--- src/rtl/uart_defs.sv ---
// Shared UART definitions: receiver state encoding, default line rate and
// helpers that derive the bit period and its counter width.
package uart_defs;

   localparam int DEF_CLK_FREQ = 12_000_000;
   localparam int DEF_BAUD     = 115_200;

   typedef enum logic [2:0] {
      IDLE   = 3'd0,
      START  = 3'd1,
      DATA   = 3'd2,
      PARITY = 3'd3,
      STOP   = 3'd4,
      BREAK  = 3'd5
   } uart_state_t;

   function automatic int calc_clks_per_bit(input int clk_freq, input int baud);
      return clk_freq / baud;
   endfunction

   function automatic int calc_cnt_width(input int clks_per_bit);
      return $clog2(clks_per_bit);
   endfunction

endpackage

--- src/rtl/sync_2ff.sv ---
// Two-flop synchroniser for an asynchronous pin; 2 clocks latency, reset value
// is a parameter so idle-high lines do not glitch low out of reset.
module sync_2ff #(
   parameter logic RESET_VAL = 1'b1
) (
   input  logic clk,
   input  logic rst_n,
   input  logic d,
   output logic q
);

   logic meta;

   always_ff @(posedge clk or negedge rst_n) begin
      if (!rst_n) begin
         meta <= RESET_VAL;
         q    <= RESET_VAL;
      end else begin
         meta <= d;
         q    <= meta;
      end
   end

endmodule

--- src/rtl/uart_rx_deser.sv ---
// 8N1 UART receiver: VALID_o pulses 2 + CPB/2 + 9*CPB + 1 clocks after the start edge; no backpressure.
// Optional even parity bit when UART_RX_PARITY_EN is defined (adds one bit period of latency).
module uart_rx_deser
   import uart_defs::*;
#(
   parameter int CLK_FREQ     = DEF_CLK_FREQ,
   parameter int BAUD         = DEF_BAUD,
   parameter int CLKS_PER_BIT = calc_clks_per_bit(CLK_FREQ, BAUD)
) (
   input  logic       CLK_IN,
   input  logic       RESET_N_IN,
   input  logic       UART_RX_i,
   output logic [7:0] DATA_o,
   output logic       VALID_o,
   output logic       FRAME_ERR_o,
   output logic       PARITY_ERR_o,
   output logic       BUSY_o
);

   localparam int            CW      = calc_cnt_width(CLKS_PER_BIT);
   localparam logic [CW-1:0] HALF_M1 = CW'(CLKS_PER_BIT / 2 - 1);
   localparam logic [CW-1:0] BIT_M1  = CW'(CLKS_PER_BIT - 1);

   logic          rx_s;
   uart_state_t   state, state_nxt;
   logic [CW-1:0] clk_cnt, cnt_nxt;
   logic [2:0]    bit_cnt, bit_nxt;
   logic [7:0]    shift, shift_nxt;
   logic [7:0]    data, data_nxt;
   logic          valid, valid_nxt;
   logic          ferr, ferr_nxt;
   logic          busy;
   logic          bit_end;
`ifdef UART_RX_PARITY_EN
   logic          par_bit, par_nxt;
   logic          perr, perr_nxt;
`endif

   sync_2ff #(.RESET_VAL(1'b1)) u_sync (
      .clk   (CLK_IN),
      .rst_n (RESET_N_IN),
      .d     (UART_RX_i),
      .q     (rx_s)
   );

   assign bit_end = (clk_cnt == BIT_M1);

   always_comb begin
      state_nxt = state;
      cnt_nxt   = clk_cnt + CW'(1);
      bit_nxt   = bit_cnt;
      shift_nxt = shift;
      data_nxt  = data;
      valid_nxt = 1'b0;
      ferr_nxt  = 1'b0;
`ifdef UART_RX_PARITY_EN
      par_nxt   = par_bit;
      perr_nxt  = 1'b0;
`endif
      case (state)
         IDLE: begin
            if (!rx_s) state_nxt = START;
         end
         START: begin
            // Re-check at mid start bit to reject short glitches
            if (clk_cnt == HALF_M1) begin
               if (rx_s) begin
                  state_nxt = IDLE;
               end else begin
                  state_nxt = DATA;
                  bit_nxt   = 3'd0;
               end
            end
         end
         DATA: begin
            if (bit_end) begin
               shift_nxt = {rx_s, shift[7:1]};
               cnt_nxt   = '0;
               bit_nxt   = bit_cnt + 3'd1;
`ifdef UART_RX_PARITY_EN
               if (bit_cnt == 3'd7) state_nxt = PARITY;
`else
               if (bit_cnt == 3'd7) state_nxt = STOP;
`endif
            end
         end
`ifdef UART_RX_PARITY_EN
         PARITY: begin
            if (bit_end) begin
               par_nxt   = rx_s;
               state_nxt = STOP;
            end
         end
`endif
         STOP: begin
            if (bit_end) begin
               if (rx_s) begin
                  state_nxt = IDLE;
`ifdef UART_RX_PARITY_EN
                  if (^{shift, par_bit}) begin
                     perr_nxt = 1'b1;
                  end else begin
                     valid_nxt = 1'b1;
                     data_nxt  = shift;
                  end
`else
                  valid_nxt = 1'b1;
                  data_nxt  = shift;
`endif
               end else begin
                  ferr_nxt  = 1'b1;
                  state_nxt = BREAK;
               end
            end
         end
         BREAK: begin
            if (rx_s) state_nxt = IDLE;
         end
         default: state_nxt = IDLE;
      endcase
      if (state_nxt != state) cnt_nxt = '0;
   end

   always_ff @(posedge CLK_IN or negedge RESET_N_IN) begin
      if (!RESET_N_IN) begin
         state   <= IDLE;
         clk_cnt <= '0;
         bit_cnt <= 3'd0;
         shift   <= 8'h00;
         data    <= 8'h00;
         valid   <= 1'b0;
         ferr    <= 1'b0;
         busy    <= 1'b0;
      end else begin
         state   <= state_nxt;
         clk_cnt <= cnt_nxt;
         bit_cnt <= bit_nxt;
         shift   <= shift_nxt;
         data    <= data_nxt;
         valid   <= valid_nxt;
         ferr    <= ferr_nxt;
         busy    <= (state_nxt != IDLE);
      end
   end

`ifdef UART_RX_PARITY_EN
   always_ff @(posedge CLK_IN or negedge RESET_N_IN) begin
      if (!RESET_N_IN) begin
         par_bit <= 1'b0;
         perr    <= 1'b0;
      end else begin
         par_bit <= par_nxt;
         perr    <= perr_nxt;
      end
   end
   assign PARITY_ERR_o = perr;
`else
   assign PARITY_ERR_o = 1'b0;
`endif

   assign DATA_o      = data;
   assign VALID_o     = valid;
   assign FRAME_ERR_o = ferr;
   assign BUSY_o      = busy;

endmodule

--- config.mk ---
export PLATFORM = sky130hd
export DESIGN_NAME = uart_rx_deser
export DESIGN_NICKNAME = d
export VERILOG_FILES = /design/src/rtl/uart_defs.sv /design/src/rtl/sync_2ff.sv /design/src/rtl/uart_rx_deser.sv
export SDC_FILE = /design/constraint.sdc
export NUM_CORES = 1
export LEC_CHECK = 0
export CORE_MARGIN = 1
export CORE_UTILIZATION = 57
export CTS_CLUSTER_SIZE = 14
export DETAILED_ROUTE_END_ITERATION = 6
export PLACE_DENSITY = 0.92
export SYNTH_ARGS = -nofsm -noshare
export SYNTH_HDL_FRONTEND = slang
export SYNTH_HIERARCHICAL = 1
export SYNTH_SLANG_ARGS = --single-unit
--- constraint.sdc ---
create_clock -name CLK_IN -period 3.3 [get_ports CLK_IN]
set_clock_uncertainty 0.05 [all_clocks]
set_input_delay 0.825 -clock CLK_IN [delete_from_list [all_inputs] [get_ports CLK_IN]]
set_output_delay 0.825 -clock CLK_IN [all_outputs]
set_load 0.1 [all_outputs]
==> flow_summary_export.csv, run 1 <==
group,metric,value,unit
outcome,status,"completed",
final_layout,drive_above_1_share,0.316,
sta,tightest_slew,0.657,ns
job,max_cap_violations,0,
synth,synth_top_area_frac,0.537,
synth,yosysWarnings,6,
final_layout,multi_input_comb_area,601,um2
power,p_sw_frac,0.223,
floorplanning,rows,18,
placement,placed_area,1610,um2
clock_network,clock_latency,0.33,ns
global_route,grt_usage,0.218,
global_route,grt.overflow.total,0,
drt,drt-total-wl,2600,um
drt,ant_nets,0,
worst_setup_path,reg2reg_from,"clk_cnt[0]",
placement,gp_congestion,0.874,
clock_network,cts_resized,0,
worst_setup_path,worstSetupEndpointType,"flop",
worst_setup_path,required,3.46,ns
drt,drt_first_pass_iters,5,
worst_setup_path,cp-startpoint,"clk_cnt[0]",
floorplanning,floorplan.initialDensity,0.602,
sta,setup_viol,0,
drt,drc_errors,0,
synth,ys_dominant_reg_cell,"dfrtp_1",
clock_network,htree_levels,2,
power,peakVddDrop,0.349,mV
global_route,antenna_found_initial,0,
drt,drt_iter0_drc,22,
clock_network,cts_sinks,34,
final_layout,diodes,0,
synth,netlist_area,1490,um2
power,p_seq_frac,0.646,
sta,final_hold_viol_count,0,
sta,postLayoutSetupSlackWorst,0.896,ns
sta,fmax,416,MHz
power,p_leak,0.753,nW
floorplanning,die_w,53.1,um
drt,num_vias,977,
sta,fin_crit,2.40,ns
worst_setup_path,path_max_fanout,15,
power,switchingPower,0.145,mW
worst_setup_path,path_class,"reg2reg",
synth,synth_seq_cells,34,
drt,drt-wirelength-per-cell,15.6,um
worst_setup_path,cp_data_arrival_time,2.57,ns
floorplanning,ios,15,
clock_network,cts_buffers,5,
clock_network,cts_buffer_depth,2,
clock_network,cts_tree,"yes",
clock_network,cts_setup_buffers,0,
global_route,grt_pass1_wl,4210,um
final_layout,nets,141,
synth,synthesis.nets,127,
placement,dpl.hpwl,1800,um
floorplanning,fp.dieH,53.1,um
power,combPwrFrac,0.026,
global_route,grt_max_degree,35,
synth,synth_edf_count,0,
sta,tns,0,ns
synth,ys_async_sr_fraction,1.00,
synth,yosysTopAreaCell,"dfrtp_1",
floorplanning,die-area,2820,um2
clock_network,cts_hold_buf,0,
placement,post-place-ws,0.941,ns
final_layout,fin_area,1660,um2
synth,synth.area.top_cells,"dfrtp_1, mux2_2, dfstp_2",
final_layout,finish.utilization,0.669,
final_layout,areaGrowthSynthToFinish,11.3,%
synth,synth.avg_cell_area,12.3,um2
power,p_int,0.506,mW
synth,seq_area_frac_synth,0.573,
global_route,grt_pass1_vias,919,
sta,relSlewSlack,0.559,
floorplanning,core,2480,um2
clock_network,cts-root-buf,"clkbuf_4",
synth,synthTopCellsByCount,"dfrtp_1, mux2_2, nor2_1, nand2_1",
power,p_clk_frac,0.328,
drt,avgViaCountPerCell,5.89,
clock_network,clkTransAtPathRegs,0.09,ns
synth,syn-instance-count,121,
min_path,hold_path_class,"reg2reg",
min_path,hp-start,"u_sync/meta",
synth,ys_types,34,
power,powerDensity,393,nW/um2
synth,synth.most_common_cell,"dfrtp_1",
sta,slew_viol_final,0,
sta,rsz0062_at_grt,"no",
sta,period_share,0.728,
final_layout,regArea,853,um2
final_layout,fill_cells,181,
placement,portBuffers,13,
worst_setup_path,start_kind,"flop",
[worst max-delay path, cell delays in order, from the launching register on]
cell	delay, ns
dfrtp_1	0.40
ha_1	0.24
nand3b_1	0.22
or2_1	0.39
nor2_2	0.57
mux2_2	0.41
[sequential cells by signal (all words and copies together) (netlist names)]
name	cells
state	3
bit_cnt	3
FRAME_ERR_o	1
DATA_o	8
VALID_o	1
u_sync/meta	1
shift	8
BUSY_o	1
clk_cnt	7
u_sync/q	1
[through the flow]
| step | power [mW] | hold WS, ns | cells |
|---|---|---|---|
| after CTS | 0.661 | 0.315 | 166 |
| after global placement | 0.445 | 0.297 | 158 |
| after detailed placement | 0.446 | 0.301 | 158 |
| after floorplan | 0.435 | 0.295 | 121 |
| after global routing | 0.682 | 0.318 | 166 |
| final | 0.651 | 0.312 | 166 |
[per-layer routing]
metal	GRT usage	vias up	wire, um
li1	-	452	-
met1	0.279	487	1130
met2	0.331	32	1300
met3	0.0661	6	125
met4	0.110	0	40
met5	0	-	0
[power groups by stage]
stage               Clock (mW)  Sequential, mW  Combinational [mW]
floorplan                    0           0.427             0.00811
global placement             0           0.428              0.0169
detailed placement           0           0.428              0.0174
CTS                      0.223           0.420              0.0174
global route             0.242           0.421              0.0192
finish                   0.214           0.420              0.0170
[worst paths after layout]
check | slack [ns] | cells after the start | end
worst max-delay path | 0.90 | 5 | shift[6]
worst min-delay path | 0.31 | 0 | u_sync/q
worst max register to register | 0.90 | 5 | shift[6]
worst min register to register | 0.31 | 0 | u_sync/q
max in group asynchronous | 2.02 | 2 | u_sync/q
min in group asynchronous | 0.83 | 2 | BUSY_o
[placed cells by master (no fill, tap or decap), types with 2 or more instances in the layout]
| master | netlist | final |
|---|---|---|
| nor2_1 | 9 | 9 |
| mux2_2 | 17 | 17 |
| a31oi_1 | 2 | 2 |
| clkbuf_4 | 0 | 5 |
| dfrtp_1 | 32 | 32 |
| a21oi_1 | 3 | 3 |
| clkdlybuf4s50_1 | 0 | 2 |
| o31ai_1 | 2 | 2 |
| o21ai_0 | 2 | 2 |
| buf_4 | 1 | 12 |
| a21o_1 | 2 | 2 |
| xor2_1 | 2 | 2 |
| xnor2_1 | 3 | 3 |
| nand2_1 | 6 | 6 |
| nor3_1 | 5 | 5 |
| ha_1 | 3 | 3 |
| nand3_1 | 5 | 5 |
| nand3b_1 | 3 | 3 |
| a22o_1 | 2 | 2 |
| clkbuf_1 | 4 | 2 |
| dfstp_2 | 2 | 2 |
[cell families (layout without fill, tap and decap cells)]
group / after synthesis / count (layout) / share of synthesized area
other: 1 / 1 / 0.00252
xor gates and xnor gates: 5 / 5 / 0.0294
DFF: 34 / 34 / 0.573
and+or+nand+nor: 37 / 37 / 0.142
AOI/OAI and AO/OA: 16 / 16 / 0.0756
buffers and inverters: 8 / 23 / 0.0243
muxes: 17 / 17 / 0.128
adders and majority gates: 3 / 3 / 0.0252
[cell type report]
| type | instances | area share |
|---|---|---|
| tap | 30 | 0.0226 |
| clock buffer | 7 | 0.0272 |
| sequential | 34 | 0.515 |
| timing repair buffer | 14 | 0.0664 |
| inverter | 1 | 0.00226 |
| multi-input combinational | 79 | 0.362 |
| clock inverter | 1 | 0.00453 |
(Power assumes the default switching activity.)
==> run 2, diff against run 1 <==
- CORE_UTILIZATION: 57 -> 49
- PLACE_DENSITY: 0.92 -> 0.85
- clock period: 3.3 -> 1.9 ns (I/O delays scaled with it)
==> run 2 against run 1 <==
The flow now finishes with violations (DRC, setup timing). Combinational power increased by 75%. Critical path type unchanged. Maximum frequency increased by 19%. Highest routed layer unchanged. Clock power rose by 96%. Critical path depth rose by 2.
==> flow_summary_export.csv, run 2 (same netlist as run 1, synthesis figures left out) <==
group,metric,value,unit
floorplanning,fp.dieH,57.1,um
drt,num_vias,1098,
drt,drt_iter0_drc,44,
global_route,grt_pass1_wl,5110,um
clock_network,clock_latency,0.34,ns
power,peakVddDrop,0.424,mV
worst_setup_path,cp_data_arrival_time,2.20,ns
worst_setup_path,crit_chain,"ha_2, nand3b_1, nor4b_2, buf_4, nand3_2, a21o_1, mux2_4",
clock_network,htree_levels,2,
power,p_leak,0.908,nW
final_layout,fin_area,2070,um2
drt,drt_first_pass_iters,6,
drt,ant_nets,0,
power,p_int,0.912,mW
worst_setup_path,required,2.08,ns
sta,final_hold_viol_count,0,
outcome,status,"complete, but fails checks",
global_route,grt_max_degree,35,
power,finalPower,1.18,mW
final_layout,mostFrequentLayoutCells,"dfrtp_1, buf_4, mux2_4, buf_12, nand2_1",
sta,rsz0062_at_grt,"yes",
min_path,hold_path_class,"reg2reg",
final_layout,final_cell_count_no_fill,187,
drt,drc_errors,2,
sta,period_share,1.07,
sta,postLayoutSetupSlackWorst,-0.128,ns
clock_network,cts_buffers,5,
placement,portBuffers,13,
floorplanning,core,2830,um2
worst_setup_path,worstSetupEndpointType,"flop",
clock_network,cts_sinks,34,
worst_setup_path,cpPeakStageDelay,0.40,ns
power,p_clk_frac,0.356,
drt,avgViaCountPerCell,5.87,
final_layout,areaGrowthSynthToFinish,38.7,%
drt,drt-wirelength-per-cell,18.3,um
global_route,grt_usage,0.212,
sta,fin_crit,2.03,ns
final_layout,drive_above_1_share,0.481,
sta,setup_viol,24,
clock_network,clkTransAtPathRegs,0.11,ns
floorplanning,floorplan.initialDensity,0.527,
global_route,antenna_found_initial,0,
outcome,violations,"DRC, setup timing",
sta,slew_viol_final,0,
power,switchingPower,0.267,mW
placement,dpl.hpwl,1940,um
placement,dp.cells,173,
final_layout,diodes,0,
final_layout,final_common_cell,"dfrtp_1",
worst_setup_path,path_class,"reg2reg",
placement,placed_area,1860,um2
final_layout,nets,161,
worst_setup_path,start_kind,"flop",
floorplanning,ios,15,
power,combPwrFrac,0.025,
final_layout,finish.utilization,0.731,
worst_setup_path,crit_path_top_delay_cell,"nor4b_2",
global_route,grt_pass1_vias,1086,
placement,post-place-ws,-0.103,ns
sta,fmax,493,MHz
placement,gp_congestion,0.888,
clock_network,cts_tree,"yes",
floorplanning,die_w,57.1,um
drt,drt-total-wl,3430,um
power,powerDensity,571,nW/um2
global_route,grt.overflow.total,0,
worst_setup_path,path_max_fanout,5,
final_layout,fill_cells,167,
clock_network,cts-root-buf,"clkbuf_4",
power,p_sw_frac,0.227,
job,max_cap_violations,0,
clock_network,cts_buffer_depth,2,
floorplanning,rows,19,
floorplanning,die-area,3270,um2
power,p_seq_frac,0.619,
clock_network,cts_hold_buf,0,
[run 2: cell type report]
class | instances | area, um2 | share of cell area
inverter | 1 | 3.75 | 0.00182
multi-input combinational | 80 | 713 | 0.345
clock buffer | 7 | 55.1 | 0.0266
tap | 31 | 38.8 | 0.0188
sequential | 34 | 853 | 0.413
timing repair buffer | 33 | 398 | 0.192
clock inverter | 1 | 5.00 | 0.00242
[run 2: repair_timing]
action                                  CTS  global route
buffers inserted                          0             4
pin swaps                                 5            12
gates resized for setup                   4            25
cloned                                    1             1
endpoints found under the setup margin   22            27
[run 2: metrics by stage]
stage	setup TNS (ns)	hold WS, ns
2_1_floorplan	-0.969	0.129
3_3_place_gp	-0.292	0.300
3_5_place_dp	-1.19	0.302
4_1_cts	-0.0668	0.328
5_1_grt	-2.57	0.335
6_report	-1.28	0.330
[run 2: critical path: cells and delay by family, from the launching register on]
kind / cells / cell delay (ns)
and+or+nand+nor: 3 / 0.67
DFF: 1 / 0.36
buffers and inverters: 1 / 0.21
AOI/OAI and AO/OA: 1 / 0.18
muxes: 1 / 0.26
adders and majority gates: 1 / 0.19
[run 2: metal layers]
layer | global-route usage | routed length, um
met1 | 0.250 | 1420
met4 | 0.0941 | 108
met2 | 0.341 | 1730
met5 | 0 | 0
met3 | 0.0862 | 169
[run 2: power by group through the flow]
| stage | Clock, mW | Sequential, mW | Combinational [mW] |
|---|---|---|---|
| floorplan | 0 | 0.742 | 0.0141 |
| global placement | 0 | 0.744 | 0.0297 |
| detailed placement | 0 | 0.744 | 0.0304 |
| CTS | 0.419 | 0.730 | 0.0303 |
| global route | 0.455 | 0.731 | 0.0338 |
| finish | 0.420 | 0.730 | 0.0298 |
[run 2: final timing paths]
path                             start          to  slack [ns]  cells past startpoint
max                         clk_cnt[0]  bit_cnt[0]       -0.13                      7
min                        u_sync/meta    u_sync/q        0.33                      0
max reg2reg                 clk_cnt[0]  bit_cnt[0]       -0.13                      7
min reg2reg                u_sync/meta    u_sync/q        0.33                      0
max in group asynchronous   RESET_N_IN    u_sync/q        0.99                      2
min in group asynchronous   RESET_N_IN    state[2]        0.46                      2
